[src/rtl/port_pin_cond.sv]
// Pin input conditioning for the GPIO ports: two-stage synchroniser, per-bit
// debounce, per-port maskable pin-change flags and one interrupt request.
module port_pin_cond #(
    parameter int Port_rozm_data = 8,
    parameter int Port_liczba    = 3,
    parameter int DEB_CYKLE      = 16
) (
    input  logic                                  clk,
    input  logic                                  rst,
    input  logic [Port_liczba*Port_rozm_data-1:0] pin_raw,
    input  logic [Port_rozm_data-1:0]             dane,
    input  logic [$clog2(Port_liczba)-1:0]        nr_P,
    input  logic                                  wr_PCMSK,
    input  logic                                  wr_PCIFR,
    output logic [Port_liczba*Port_rozm_data-1:0] pin_clean,
    output logic [Port_rozm_data-1:0]             pcifr_out,
    output logic                                  irq
);

    localparam int N  = Port_liczba * Port_rozm_data;
    localparam int W  = Port_rozm_data;
    localparam int CW = $clog2(DEB_CYKLE + 1);
    localparam int SW = $clog2(Port_liczba);
    localparam logic [CW-1:0] CNT_LAST = CW'(DEB_CYKLE - 1);

    logic [N-1:0]  sync_p0;
    logic [N-1:0]  sync_p1;
    logic [CW-1:0] cnt [N];
    logic [N-1:0]  chg;
    logic [W-1:0]  pcmsk [Port_liczba];
    logic [W-1:0]  pcifr [Port_liczba];
    logic          pend;

    // True when the CPU port select addresses port p; out-of-range selects
    // match no port, so writes to them vanish and reads return zero.
    function automatic logic port_hit(input int p);
        return nr_P == SW'(p);
    endfunction

    // Stage p0/p1: two-flop synchroniser for the asynchronous raw pins
    always_ff @(posedge clk or posedge rst) begin
        if (rst) begin
            sync_p0 <= '0;
            sync_p1 <= '0;
        end else begin
            sync_p0 <= pin_raw;
            sync_p1 <= sync_p0;
        end
    end

    // A change event fires on the last cycle of an unbroken disagreement run
    always_comb begin
        chg = '0;
        for (int i = 0; i < N; i++)
            chg[i] = (sync_p1[i] != pin_clean[i]) && (cnt[i] == CNT_LAST);
    end

    // Debounce: count consecutive disagreeing cycles, any agreement restarts
    always_ff @(posedge clk or posedge rst) begin
        if (rst) begin
            pin_clean <= '0;
            for (int i = 0; i < N; i++) cnt[i] <= '0;
        end else begin
            for (int i = 0; i < N; i++) begin
                if (sync_p1[i] == pin_clean[i]) begin
                    cnt[i] <= '0;
                end else if (chg[i]) begin
                    pin_clean[i] <= sync_p1[i];
                    cnt[i]       <= '0;
                end else begin
                    cnt[i] <= cnt[i] + 1'b1;
                end
            end
        end
    end

    // Mask and flag registers; a set in the same cycle as a clear wins, and a
    // set always sees the mask as it was before any coincident mask write
    always_ff @(posedge clk or posedge rst) begin
        if (rst) begin
            for (int p = 0; p < Port_liczba; p++) begin
                pcmsk[p] <= '0;
                pcifr[p] <= '0;
            end
        end else begin
            for (int p = 0; p < Port_liczba; p++) begin
                if (wr_PCMSK && port_hit(p))
                    pcmsk[p] <= dane;
                pcifr[p] <= (pcifr[p] & ~((wr_PCIFR && port_hit(p)) ? dane : '0))
                          | (chg[p*W +: W] & pcmsk[p]);
            end
        end
    end

    // Any unmasked pending flag on any port requests an interrupt
    always_comb begin
        pend = 1'b0;
        for (int p = 0; p < Port_liczba; p++)
            pend = pend | (|(pcifr[p] & pcmsk[p]));
    end

    // Registered interrupt request
    always_ff @(posedge clk or posedge rst) begin
        if (rst) irq <= 1'b0;
        else     irq <= pend;
    end

    // Combinational flag read for the selected port, no side effects
    always_comb begin
        pcifr_out = '0;
        for (int p = 0; p < Port_liczba; p++)
            if (port_hit(p)) pcifr_out = pcifr[p];
    end

endmodule

[config.mk]
export PLATFORM = sky130hd
export DESIGN_NAME = port_pin_cond
export DESIGN_NICKNAME = d
export VERILOG_FILES = /design/src/rtl/port_pin_cond.sv
export SDC_FILE = /design/constraint.sdc
export NUM_CORES = 1
export LEC_CHECK = 0
export ABC_AREA = 1
export CORE_MARGIN = 1.5
export CORE_UTILIZATION = 57
export DETAILED_ROUTE_END_ITERATION = 10
export DONT_BUFFER_PORTS = 1
export PLACE_DENSITY = 0.83
export REMOVE_ABC_BUFFERS = 1
export SETUP_SLACK_MARGIN = 0.5
export SLEW_MARGIN = 20
export SYNTH_ARGS = -nofsm -noshare
export SYNTH_HDL_FRONTEND = slang
export SYNTH_SLANG_ARGS = --single-unit
[constraint.sdc]
create_clock -name clk -period 7.6 [get_ports clk]
set_input_delay 0.76 -clock clk [delete_from_list [all_inputs] [get_ports clk]]
set_output_delay 0.76 -clock clk [all_outputs]
set_load 0.05 [all_outputs]
# [Word-level counts from Yosys, hierarchy flattened]
# Cells that the tools add are included.
[word_totals] register_bits=241 in_bits=38 wordCells=308 out_inout_bits=33
[classes] bitwise=41 eq_ne=74 n_reduce_logical=58 add_sub_neg=24 muxes=54
[op_table] operator="2-to-1 mux 5 bit" count=48
[op_table] operator="adder 5 x 1 -> 5 bit, second input constant" count=24
[op_table] operator="== test 5 x 4 -> 1 bit, second input constant" count=24
[op_table] operator="bitwise AND 8 bit" count=9
[op_table] operator="2-to-1 mux 8 bit" count=6
[op_table] operator="AND reduction 2 bit" count=24
[op_table] operator="logical AND 1 bit" count=30
[op_table] operator="== test 1 bit" count=24
[op_table] operator="inequality test 1 bit" count=24
[op_table] operator="NOT 1 bit" count=24
[op_table] operator="NOT 8 bit" count=3
[op_table] operator="OR 8 bit" count=3
[op_table] operator="OR reduction 8 bit" count=3
[op_table] operator="== test 2 x 1 -> 1 bit, second input constant" count=1
[op_table] operator="== test 2 bit, second input constant" count=1
[op_table] operator="zero test 2 bit" count=1
[op_table] operator="OR 1 bit" count=2

# [Logic depth before layout (Yosys ltp)]
[depth] depth_word=6 ltp_mapped=7 depth_no_buf=7

# [Least setup slack after synthesis]
# No wires, ideal clock.
[synth_path] kind="input to output" start="input port nr_P[0]" end="output port pcifr_out[0]" stages=4 setup_slack_ps=5390 required_time_ps=6840 arrival_time_ps=1450 cell_sequence="inv_2 -> nor2_4 -> nand2_1 -> nand3_1"
[synth_via] elab_chain_cells=4
[synth_lines] element="start: declaration" line="12" rtl="input logic [$clog2(Port_liczba)-1:0] nr_P,"
[synth_lines] element="zero test 2 bit" line="37" rtl="return nr_P == SW'(p);"
[synth_lines] element="2-to-1 mux 8 bit (2 in a row)" line="112" rtl="if (port_hit(p)) pcifr_out = pcifr[p];"
[synth_lines] element="2-to-1 mux 8 bit (*)" line="112"
[synth_lines] element="end: declaration" line="16" rtl="output logic [Port_rozm_data-1:0] pcifr_out,"
# Mark *: on every way between the ends. The rest lies on a longest branch, timed or not.

# [Worst setup path in the final report]
[layout_path] start="input port nr_P[0]" end="output port pcifr_out[7]"
# The elaborated chain is that of the path after synthesis.

==> results by stage <==
Clocking:
- The level count of the clock H-tree is 1.
- The clock passes through at most 3 buffers.
- The later-pin clock latency in the skew report is 0.53 ns.
- The number of hold-repair buffers added at the cts stage is 0.
- Buffers added to address setup during post-CTS repair amount to 0.
- Counting the buffers created by CTS gives 26.
- The tree is rooted in a sky130_fd_sc_hd__clkbuf_16.
- The post-cts gate resize count is 0.
- TritonCTS built the clock tree.
- The clock-pin slew of the registers on the worst-case setup and hold paths is 0.06 ns.
- The number of clock sinks is 241.

Synth:
- In this run the mean area of a mapped cell was 9.46 um2.
- The number of enable-type register cells in the synthesized netlist is 0.
- The netlist area before placement is 0.00992 mm2.
- The post-synthesis cell type count is 24.
- The total of warnings raised by yosys is 0.
- Synthesis produced 1049 cells.
- In the synthesized netlist the dominant register cell turns out to be sky130_fd_sc_hd__dfrtp_1.
- The proportion of register bits with asynchronous set or reset after synthesis is 100%.
- The synthesis-stage register bit count is 241.
- Summing the sequential cell areas from Yosys gives 60.8% of the chip area.

STA:
- The share of the clock period used by the worst path is 32.1%.
- The count of final max-slew check failures is 0.
- The max-slew headroom at the worst pin is 45.3%.
- Setup repair after global routing left no endpoint under its margin.
- The slew at the pin with the worst max-slew slack is 0.820 ns.
- The final number of setup-violating endpoints is 0.
- The maximum clock skew at final layout is 0.0164 ns.
- The upper clock frequency limit is 410 MHz.
- The total count of hold-check failures in the final report came to 0.
- The minimum clock period is 2.44 ns.
- The final sum of negative setup slack is 0 ns.

Route:
- The via count normalized by instance count is 5.11.
- The number of vias in the routed layout is 6734.
- For this block, the routed nets add up to 18500 um of wire.
- The number of iterations in the first detailed-routing pass is 5.
- The routed wirelength normalized by instance count is 14.0 um.
- The count of unresolved DRC violations after routing is 0.
- The count of nets left with antenna violations once routing finished came out at 0.
- The initial DRC count is 402.

Pwr:
- The analysis attributes to cell leakage a power of 5.91 nW.
- Power spread over the standard cell area amounts to 255 mW/mm2.
- VDD sags by at most 0.189 mV.

Setup path:
- STA puts the critical path data arrival time at 1.68 ns.
- Along the worst path, the maximum fanout reaches 10.
- The kind of launch point of the worst setup path is an input port.
- The capturing element type of the critical path is an output pin.
- The worst setup path is of the input port to output pin kind.
- At the worst endpoint, the required time is 6.84 ns.

Final layout:
- For this run, the post-layout net count is 1138.
- Cells with a size suffix above 1 make up 6.59% of the layout.
- The antenna diode count is 0.
- Compared with the post-synthesis result, the final layout area differs by 11.2%.
- Leaving out fill and tap cells, the most frequent cell in the layout is sky130_fd_sc_hd__nand2_1.
- The library cells used most frequently in the layout, excluding fill and tap cells, are 295 x sky130_fd_sc_hd__nand2_1, 241 x sky130_fd_sc_hd__dfrtp_1, 151 x sky130_fd_sc_hd__nor2_1.
- The filler cells instantiated in the layout total 1390.
- In the final layout, the multi-input gates occupy 0.00347 mm2.
- The sequential cells in the finished layout cover a total of 0.00603 mm2.
- With fillers left out, the area of the finished cells amounts to 0.0110 mm2.
- The final standard cell utilization of the core is 64.3%.

Min path:
- The path type of the worst min-delay path is input port to async pin.

Floorplan:
- The die footprint is 0.0182 mm2.
- The die height is 135 um.
- In this run the standard cell core region covers 0.0172 mm2.
- The number of rows created at floorplan is 48.
- 71 I/O pins were placed.
- The die is 135 um wide.
- The initial cell density of the core is 57.8%.

GRT:
- The initial antenna violation count is 0.
- The via count of the first global-routing pass is 6814.
- After global routing the overflow that remains totals 0.
- Entering global routing, the biggest net connects 112 pins.
- The overall global routing resource usage is 21.5%.
- The first global-routing pass estimated 31600 um of wire.

Placed design:
- The placed instances occupy a cell area of 0.0102 mm2.
- The HPWL reported at the end of detailed placement is 12600 um.
- Input and output buffers added on the ports amount to 0.
- At the end of routability-driven placement, the weighted congestion stood at 0.867.

Flow run:
- The max-capacitance violation count is 0.

Status:
- The run finished with clean final reports.
-- cell type report --
type / count / area share (%)
Clock buffer: 37 / 6.81
Clock inverter: 8 / 0.771
Inverter: 106 / 3.67
Multi-Input combinational cell: 699 / 31.4
Sequential cell: 241 / 54.6
Tap cell: 225 / 2.55
Timing Repair Buffer: 2 / 0.136
-- stage by stage --
stage / total power [mW] / setup WS, ns / cells / hold WS [ns]
2_1_floorplan: 1.57 / 0.224 / 1046 / 0.331
6_report: 2.81 / 5.16 / 1318 / 0.229
3_3_place_gp: 1.61 / 5.22 / 1273 / 0.331
4_1_cts: 2.84 / 5.18 / 1318 / 0.240
3_5_place_dp: 1.62 / 5.19 / 1273 / 0.335
5_1_grt: 2.92 / 5.12 / 1318 / 0.240
-- metal layers --
layer / share of wire, % / up-vias / GRT usage [%]
li1: - / 3345 / -
met1: 42 / 3234 / 26.9
met2: 50 / 116 / 37.0
met3: 6.1 / 39 / 5.78
met4: 2.2 / 0 / 5.79
met5: 0 / - / 0
-- path summary, 6_finish.rpt --
kind	startpoint	to	slack, ns	depth (start not counted)
setup / recovery	nr_P[0]	pcifr_out[7]	5.16	4
setup reg to reg	pin_clean[20]$_DFFE_PP0P_	pcifr[4]$_DFF_PP0_	6.09	5
hold / removal	rst	pin_clean[15]$_DFFE_PP0P_	0.23	1
min in group clk	pin_raw[1]	sync_p0[1]$_DFF_PP0_	0.26	0
max in group asynchronous	rst	cnt[72]$_DFF_PP0_	6.04	2
hold reg to reg	sync_p0[0]$_DFF_PP0_	sync_p1[0]$_DFF_PP0_	0.35	0
-- registers in the layout (all words and copies together) (netlist names) --
signal,cells
irq,1
sync_p1,24
pcmsk,24
pcifr,24
sync_p0,24
cnt,120
pin_clean,24
-- power breakdown --
part | switching [mW] | internal, mW
sequential | 0.0676 | 1.36
clock | 0.496 | 0.722
combinational | 0.110 | 0.0591
-- synth_stat cells (4+ instances only) --
cell	n	area [um2]
sky130_fd_sc_hd__xnor2_1	33	289
sky130_fd_sc_hd__ha_1	24	300
sky130_fd_sc_hd__o21ai_0	30	150
sky130_fd_sc_hd__nand3_1	78	390
sky130_fd_sc_hd__nand2_1	295	1110
sky130_fd_sc_hd__nor3_1	10	50.1
sky130_fd_sc_hd__a211oi_1	4	30.0
sky130_fd_sc_hd__o21ai_2	16	140
sky130_fd_sc_hd__xor2_1	27	236
sky130_fd_sc_hd__inv_1	104	390
sky130_fd_sc_hd__o21ai_1	12	60.1
sky130_fd_sc_hd__nor2_1	151	567
sky130_fd_sc_hd__dfrtp_1	241	6030
-- critical path, cell delays in order --
cell	delay, ns
sky130_fd_sc_hd__inv_2	0.02
sky130_fd_sc_hd__nor2_4	0.28
sky130_fd_sc_hd__nand2_1	0.10
sky130_fd_sc_hd__nand3_1	0.51
-- cell families (layout without fill, tap and decap cells) --
| logic type | Yosys count | in the layout | share of synthesized area (%) |
|---|---|---|---|
| AND/OR/NAND/NOR | 551 | 551 | 22.7 |
| flip-flops | 241 | 241 | 60.8 |
| buffers and inverters | 109 | 153 | 4.29 |
| AO/OA/AOI/OAI | 64 | 64 | 3.93 |
| XOR/XNOR | 60 | 60 | 5.30 |
| adder cells (fa/ha/maj) | 24 | 24 | 3.03 |
Power figures use the tool's default switching activity.
